===== config.mk =====
export PLATFORM = sky130hd
export DESIGN_NAME = parameter_bank
export DESIGN_NICKNAME = d
export VERILOG_FILES = /design/src/rtl/midi_pkg.sv /design/src/rtl/parameter_bank_pkg.sv /design/src/rtl/param_slew.sv /design/src/rtl/parameter_bank.sv
export SDC_FILE = /design/constraint.sdc
export NUM_CORES = 1
export LEC_CHECK = 0
export ABC_CLOCK_PERIOD_IN_PS = 4350
export CORE_ASPECT_RATIO = 1.2
export CORE_MARGIN = 3
export CORE_UTILIZATION = 40
export DETAILED_ROUTE_END_ITERATION = 8
export PLACE_DENSITY_LB_ADDON = 0.2
export SETUP_SLACK_MARGIN = 0.2
export SLEW_MARGIN = 20
export SYNTH_ARGS = -nofsm -noshare
export SYNTH_HDL_FRONTEND = slang
export SYNTH_SLANG_ARGS = --single-unit

===== constraint.sdc =====
create_clock -name clock_50_000_000 -period 4.35 [get_ports clock_50_000_000]
set_input_delay 1.0875 -clock clock_50_000_000 [delete_from_list [all_inputs] [get_ports clock_50_000_000]]
set_output_delay 1.0875 -clock clock_50_000_000 [all_outputs]
set_load 0.005 [all_outputs]

===== src/rtl/midi_pkg.sv =====
// rtl/midi_pkg.sv - decoded MIDI message types shared with the MIDI decoder
package midi_pkg;

    typedef enum logic [2:0] {
        NOTE_OFF,
        NOTE_ON,
        POLY_PRESSURE,
        CONTROL_CHANGE,
        PROGRAM_CHANGE,
        CHANNEL_PRESSURE,
        PITCH_BEND,
        SYSTEM
    } midi_kind_t;

    // data1 carries the controller number and data2 the 7-bit value for CONTROL_CHANGE
    typedef struct packed {
        midi_kind_t  kind;
        logic [3:0]  channel;
        logic [6:0]  data1;
        logic [6:0]  data2;
    } message_t;

endpackage


===== src/rtl/parameter_bank_pkg.sv =====
// rtl/parameter_bank_pkg.sv - parameter indices, controller map and defaults for parameter_bank
package parameter_bank_pkg;

    localparam int NUM_PARAMS  = 7;
    localparam int VALUE_WIDTH = 14;

    typedef enum logic [2:0] {
        P_TEMPO,
        P_UNISON,
        P_ATTACK,
        P_DECAY,
        P_SUSTAIN,
        P_RELEASE,
        P_VOLUME
    } param_idx_t;

    // MSB controller numbers; the LSB of each pair sits 32 above
    localparam logic [6:0] PARAM_CC [NUM_PARAMS] = '{
        7'd3, 7'd9, 7'd14, 7'd15, 7'd20, 7'd21, 7'd7
    };

    localparam logic [VALUE_WIDTH-1:0] PARAM_DEFAULT [NUM_PARAMS] = '{
        14'd8192, 14'd1, 14'd1024, 14'd2048, 14'd12288, 14'd4096, 14'd0
    };

    localparam logic [6:0] CC_RESET_ALL = 7'd121;

    typedef enum logic {
        ST_IDLE,
        ST_CLEAR
    } bank_state_t;

endpackage


===== src/rtl/param_slew.sv =====
// rtl/param_slew.sv - one combinational step of current toward target, bounded by STEP
module param_slew #(
    parameter int VALUE_W = 14,
    parameter int STEP    = 64
) (
    input  logic [VALUE_W-1:0] current,
    input  logic [VALUE_W-1:0] target,
    output logic [VALUE_W-1:0] value_next
);

    localparam logic [VALUE_W-1:0] STEP_V = VALUE_W'(STEP);

    always_comb begin
        value_next = current;
        if (target > current) begin
            value_next = (target - current > STEP_V) ? current + STEP_V : target;
        end else if (target < current) begin
            value_next = (current - target > STEP_V) ? current - STEP_V : target;
        end
    end

endmodule


===== src/rtl/parameter_bank.sv =====
// rtl/parameter_bank.sv - per-channel 14-bit synth parameter store with CC121 clear
// Optional feature: PARAM_SMOOTH_EN (round-robin slew of current toward target).
module parameter_bank
    import midi_pkg::*;
    import parameter_bank_pkg::*;
#(
    parameter int N_CHANNELS  = 4,
    parameter int N_PARAMS    = NUM_PARAMS,
    parameter int VALUE_W     = VALUE_WIDTH,
    parameter int SMOOTH_STEP = 64,
    localparam int CH_W       = (N_CHANNELS > 1) ? $clog2(N_CHANNELS) : 1,
    localparam int P_W        = $clog2(N_PARAMS)
) (
    input  logic               clock_50_000_000,
    input  logic               reset,
    input  message_t           message,
    input  logic               message_ready,
    input  logic [CH_W-1:0]    rd_channel,
    input  logic [P_W-1:0]     rd_param,
    output logic [VALUE_W-1:0] rd_value,
    output logic               update_valid,
    output logic [CH_W-1:0]    update_channel,
    output logic [P_W-1:0]     update_param,
    output logic               busy
);

    logic [VALUE_W-1:0] target  [N_CHANNELS][N_PARAMS];
    logic [VALUE_W-1:0] current [N_CHANNELS][N_PARAMS];

    bank_state_t     state, state_next;
    logic [CH_W-1:0] clr_ch;
    logic [P_W-1:0]  clr_p;

    logic            pend_valid;
    logic [CH_W-1:0] pend_ch;
    logic [P_W-1:0]  pend_p;

    logic            accept, is_reset_all, hit_msb, hit_lsb, lsb_ok;
    logic [P_W-1:0]  hit_p;
    logic [CH_W-1:0] msg_ch;

    assign msg_ch       = message.channel[CH_W-1:0];
    assign accept       = message_ready && (state == ST_IDLE) &&
                          (message.kind == CONTROL_CHANGE) &&
                          (int'(message.channel) < N_CHANNELS);
    assign is_reset_all = (message.data1 == CC_RESET_ALL);
    assign lsb_ok       = hit_lsb && pend_valid && (pend_ch == msg_ch) && (pend_p == hit_p);
    assign busy         = (state == ST_CLEAR);

    always_comb begin
        hit_msb = 1'b0;
        hit_lsb = 1'b0;
        hit_p   = '0;
        for (int p = 0; p < N_PARAMS; p++) begin
            if (message.data1 == PARAM_CC[p]) begin
                hit_msb = 1'b1;
                hit_p   = P_W'(p);
            end
            if (message.data1 == PARAM_CC[p] + 7'd32) begin
                hit_lsb = 1'b1;
                hit_p   = P_W'(p);
            end
        end
    end

    always_ff @(posedge clock_50_000_000) begin
        if (reset) state <= ST_IDLE;
        else       state <= state_next;
    end

    always_comb begin
        state_next = state;
        case (state)
            ST_IDLE:  if (accept && is_reset_all) state_next = ST_CLEAR;
            ST_CLEAR: if (clr_p == P_W'(N_PARAMS - 1)) state_next = ST_IDLE;
            default:  state_next = ST_IDLE;
        endcase
    end

`ifdef PARAM_SMOOTH_EN
    logic [CH_W-1:0]    scan_ch;
    logic [P_W-1:0]     scan_p;
    logic [VALUE_W-1:0] slew_value;

    param_slew #(
        .VALUE_W (VALUE_W),
        .STEP    (SMOOTH_STEP)
    ) u_slew (
        .current    (current[scan_ch][scan_p]),
        .target     (target[scan_ch][scan_p]),
        .value_next (slew_value)
    );
`endif

    always_ff @(posedge clock_50_000_000) begin
        if (reset) begin
            for (int c = 0; c < N_CHANNELS; c++) begin
                for (int p = 0; p < N_PARAMS; p++) begin
                    target[c][p]  <= PARAM_DEFAULT[p];
                    current[c][p] <= PARAM_DEFAULT[p];
                end
            end
            pend_valid     <= 1'b0;
            pend_ch        <= '0;
            pend_p         <= '0;
            clr_ch         <= '0;
            clr_p          <= '0;
            rd_value       <= '0;
            update_valid   <= 1'b0;
            update_channel <= '0;
            update_param   <= '0;
`ifdef PARAM_SMOOTH_EN
            scan_ch        <= '0;
            scan_p         <= '0;
`endif
        end else begin
            update_valid <= 1'b0;
            if (int'(rd_param) < N_PARAMS && int'(rd_channel) < N_CHANNELS)
                rd_value <= current[rd_channel][rd_param];
            else
                rd_value <= '0;

`ifdef PARAM_SMOOTH_EN
            current[scan_ch][scan_p] <= slew_value;
            if (scan_p == P_W'(N_PARAMS - 1)) begin
                scan_p  <= '0;
                scan_ch <= (scan_ch == CH_W'(N_CHANNELS - 1)) ? '0 : scan_ch + 1'b1;
            end else begin
                scan_p <= scan_p + 1'b1;
            end
`endif

            case (state)
                ST_IDLE: begin
                    if (accept && is_reset_all) begin
                        clr_ch <= msg_ch;
                        clr_p  <= '0;
                    end else if (accept && hit_msb) begin
                        target[msg_ch][hit_p] <= {message.data2, 7'b0};
`ifndef PARAM_SMOOTH_EN
                        current[msg_ch][hit_p] <= {message.data2, 7'b0};
`endif
                        pend_valid     <= 1'b1;
                        pend_ch        <= msg_ch;
                        pend_p         <= hit_p;
                        update_valid   <= 1'b1;
                        update_channel <= msg_ch;
                        update_param   <= hit_p;
                    end else if (accept && lsb_ok) begin
                        target[msg_ch][hit_p][6:0] <= message.data2;
`ifndef PARAM_SMOOTH_EN
                        current[msg_ch][hit_p] <= {target[msg_ch][hit_p][VALUE_W-1:7], message.data2};
`endif
                        update_valid   <= 1'b1;
                        update_channel <= msg_ch;
                        update_param   <= hit_p;
                    end
                end
                ST_CLEAR: begin
                    // Placed after the scanner so a clear of the visited slot wins without ramping
                    target[clr_ch][clr_p]  <= PARAM_DEFAULT[clr_p];
                    current[clr_ch][clr_p] <= PARAM_DEFAULT[clr_p];
                    update_valid   <= 1'b1;
                    update_channel <= clr_ch;
                    update_param   <= clr_p;
                    clr_p          <= clr_p + 1'b1;
                    if (pend_valid && pend_ch == clr_ch) pend_valid <= 1'b0;
                end
                default: ;
            endcase
        end
    end

endmodule


==> results.py <==
metrics = {
    "cells_and_area": {
        "drive_gt1_share_pct": 25.6,
        "fin_nets": 2414,
        "final.fill_count": 6176,
        "final_cells": 3355,
        "design_area_um2": 35000,
        "postLayoutCoreUtil_pct": 49.0,
        "seq_area_um2": 18300,
        "multi_input_area_um2": 9930,
        "area_growth_pct": 20.6,
    },
    "synth": {
        "synth_xor_area_share_pct": 0.237,
        "synth-seq-cells": 620,
        "synth.top_cells.by_area": "edfxtp_1 61%, mux4_2 12%, nor2_1 5.5%",
        "synth.distinct_cells": 77,
        "ys_warn_count": 0,
        "synth_top_cell_area_share_pct": 60.9,
        "avgSynthCellArea_um2": 13.6,
        "async_flop_share_pct": 0,
        "synthSimpleGateAreaFrac_pct": 15.0,
        "synth_area_um2": 29000,
        "synth_compound_area_share_pct": 4.05,
        "synth_mux_area_share_pct": 14.6,
        "ys_seq_area_share_pct": 63.1,
        "synth_edf_count": 588,
        "syn_nets": 2161,
        "synth-adder-area-share_pct": 0.216,
        "yosysTopAreaCell": "edfxtp_1",
        "synthTopCellsByCount": "588 x edfxtp_1, 426 x nor2_1, 155 x mux4_2",
        "synth_top_family_by_area": "simple AND/OR/NAND/NOR gates",
        "synth_flop_cell": "edfxtp_1",
        "synthCells": 2127,
        "yosysMostFrequentCell": "edfxtp_1",
    },
    "setup_path": {
        "cp.arrival_ns": 4.37,
        "startpoint": "message[11]",
        "crit_path_end_kind": "register",
        "r2r-start": "busy",
        "worstPathMaxFanout": 8,
        "cp.required_ns": 4.69,
        "crit_type": "input port to register",
        "cp-start-kind": "input port",
    },
    "pwr": {
        "ir_worst_vdd_uv": 308,
        "clkPwrFrac_pct": 42.3,
        "seqPwrFrac_pct": 49.2,
        "pwr-share-comb_pct": 8.5,
        "internal-power_mw": 10.6,
        "netSwitchingFraction_pct": 22.7,
        "p_total_mw": 13.7,
        "p_per_area_nw_per_um2": 392,
        "power_switching_mw": 3.12,
        "leakage_nw": 12.2,
    },
    "floorplanning": {
        "coreArea_um2": 71400,
        "initial_utilization_pct": 40.6,
        "dieArea_um2": 75800,
        "num_rows": 107,
        "die_y_um": 301,
        "die_x_um": 252,
        "io_pins": 50,
    },
    "sta": {
        "setup_slack_ns": 0.318,
        "maxSlewHeadroom_pct": 37.7,
        "rsz0062_at_grt": "no",
        "setup_violations": 0,
        "hold_ws_ns": 0.489,
        "hold_violations": 0,
        "max_freq_mhz": 248,
        "finClkSkew_ns": 0.0286,
        "min_period_over_period_pct": 92.7,
        "tightest_slew_ns": 0.934,
        "setup_tns_ns": 0,
        "finalMaxSlewViolations": 0,
        "fin_crit_ns": 4.03,
    },
    "place": {
        "dp_slack_ns": -0.309,
        "dpl.cell_count": 3236,
        "portBuffers": 49,
        "gp_congestion": 0.940,
        "dp_hpwl_um": 63800,
        "placed_area_um2": 32700,
    },
    "status": {
        "status": "finished clean",
    },
    "clock_network": {
        "path_clk_slew_ns": 0.06,
        "clockRootBuffer": "clkbuf_16",
        "cts_tree": "yes",
        "htreeDepth": 3,
        "cts_sinks": 620,
        "clock_latency_ns": 0.62,
        "numCtsBuffers": 68,
        "cts_max_path_buffers": 3,
    },
    "route": {
        "routedWlPerCell_um": 26.6,
        "firstDrtPassIters": 5,
        "drc": 0,
        "viasPerCell": 5.77,
        "ant_nets": 0,
        "drt-total-wl_um": 89200,
        "first_iter_violations": 1961,
        "vias": 19400,
    },
    "min_path": {
        "worstHoldStart": "pend_p[1]",
        "hold_path.class": "register to register",
    },
    "global_routing": {
        "grtUsageTotal_pct": 23.8,
        "grt_pass1_wl_um": 132000,
        "grt_pass1_vias": 19800,
        "antenna_found_initial": 1,
        "grt_overflow": 0,
        "grt_max_degree": 77,
    },
    "job": {
        "maxCapViolCount": 0,
    },
}
-- critical path, cell delays in order --
cell             delay (ns)
clkdlybuf4s50_1        0.70
buf_4                  0.23
nand4bb_1              0.18
and4_1                 0.21
buf_4                  0.14
nand2b_1               0.18
a211oi_1               0.47
buf_4                  0.21
nor2_1                 0.05
buf_4                  0.21
a211oi_1               0.59
nor2_1                 0.10
-- timing repair --
item,in CTS,in global routing
setup endpoints to repair,0,6
setup buffers,0,0
resized for setup,0,2
hold buffers,0,0
-- power groups by stage --
stage,Sequential (mW),Clock [mW],Combinational [mW]
2_1_floorplan,6.85,0,0.599
3_3_place_gp,6.86,0,1.17
3_5_place_dp,6.87,0,1.18
4_1_cts,6.74,5.90,1.18
5_1_grt,6.76,6.13,1.23
6_report,6.74,5.80,1.17
-- final timing paths --
kind / end / slack (ns) / cells past startpoint
max: current[0][55] / 0.32 / 12
min: pend_p[1] / 0.49 / 2
max reg2reg: target[2][13] / 1.02 / 6
min reg2reg: pend_p[1] / 0.49 / 2
-- logic make-up (layout without fill, tap and decap cells) --
family / Yosys count / after routing
buf+inv: 189 / 490
compound gates: 172 / 172
fa+ha+maj: 5 / 5
other cells: 0 / 1
flops: 620 / 620
mux: 228 / 228
xor+xnor: 7 / 7
simple gates: 906 / 906
-- layer usage --
layer | vias to the layer above | wire length (um) | track usage [%]
li1 | 8557 | - | -
met1 | 9905 | 35300 | 30.7
met2 | 735 | 45500 | 41.2
met3 | 162 | 5200 | 2.96
met4 | 2 | 3150 | 9.31
met5 | - | 13 | 0
-- state kept, by name (all words and copies together) (netlist names), 2 cells and up --
register	count
update_channel	2
rd_value	14
target	208
pend_p	3
clr_p	3
clr_ch	2
current	380
update_param	3
pend_ch	2
-- area by class of cell --
cell class	count	share of cell area, %
diodes	1	0.00716
clock buffers	86	5.30
clock inverters	32	1.03
inverters	20	0.215
multi-input cells	1318	28.4
flip-flops and latches	620	52.3
well taps	926	3.31
repair buffers	352	9.38
-- layout by cell type (no fill, tap or decap), drive strengths merged, types with 50 or more instances in the layout --
| cell | netlist | final |
|---|---|---|
| buf | 51 | 310 |
| clkbuf | 118 | 86 |
| edfxtp | 588 | 588 |
| mux2i | 67 | 67 |
| mux4 | 155 | 155 |
| nand2 | 101 | 101 |
| nand2b | 70 | 70 |
| nand3 | 50 | 50 |
| nor2 | 428 | 428 |
| nor3 | 137 | 137 |
Note: power is estimated with default switching activity, not from simulation.
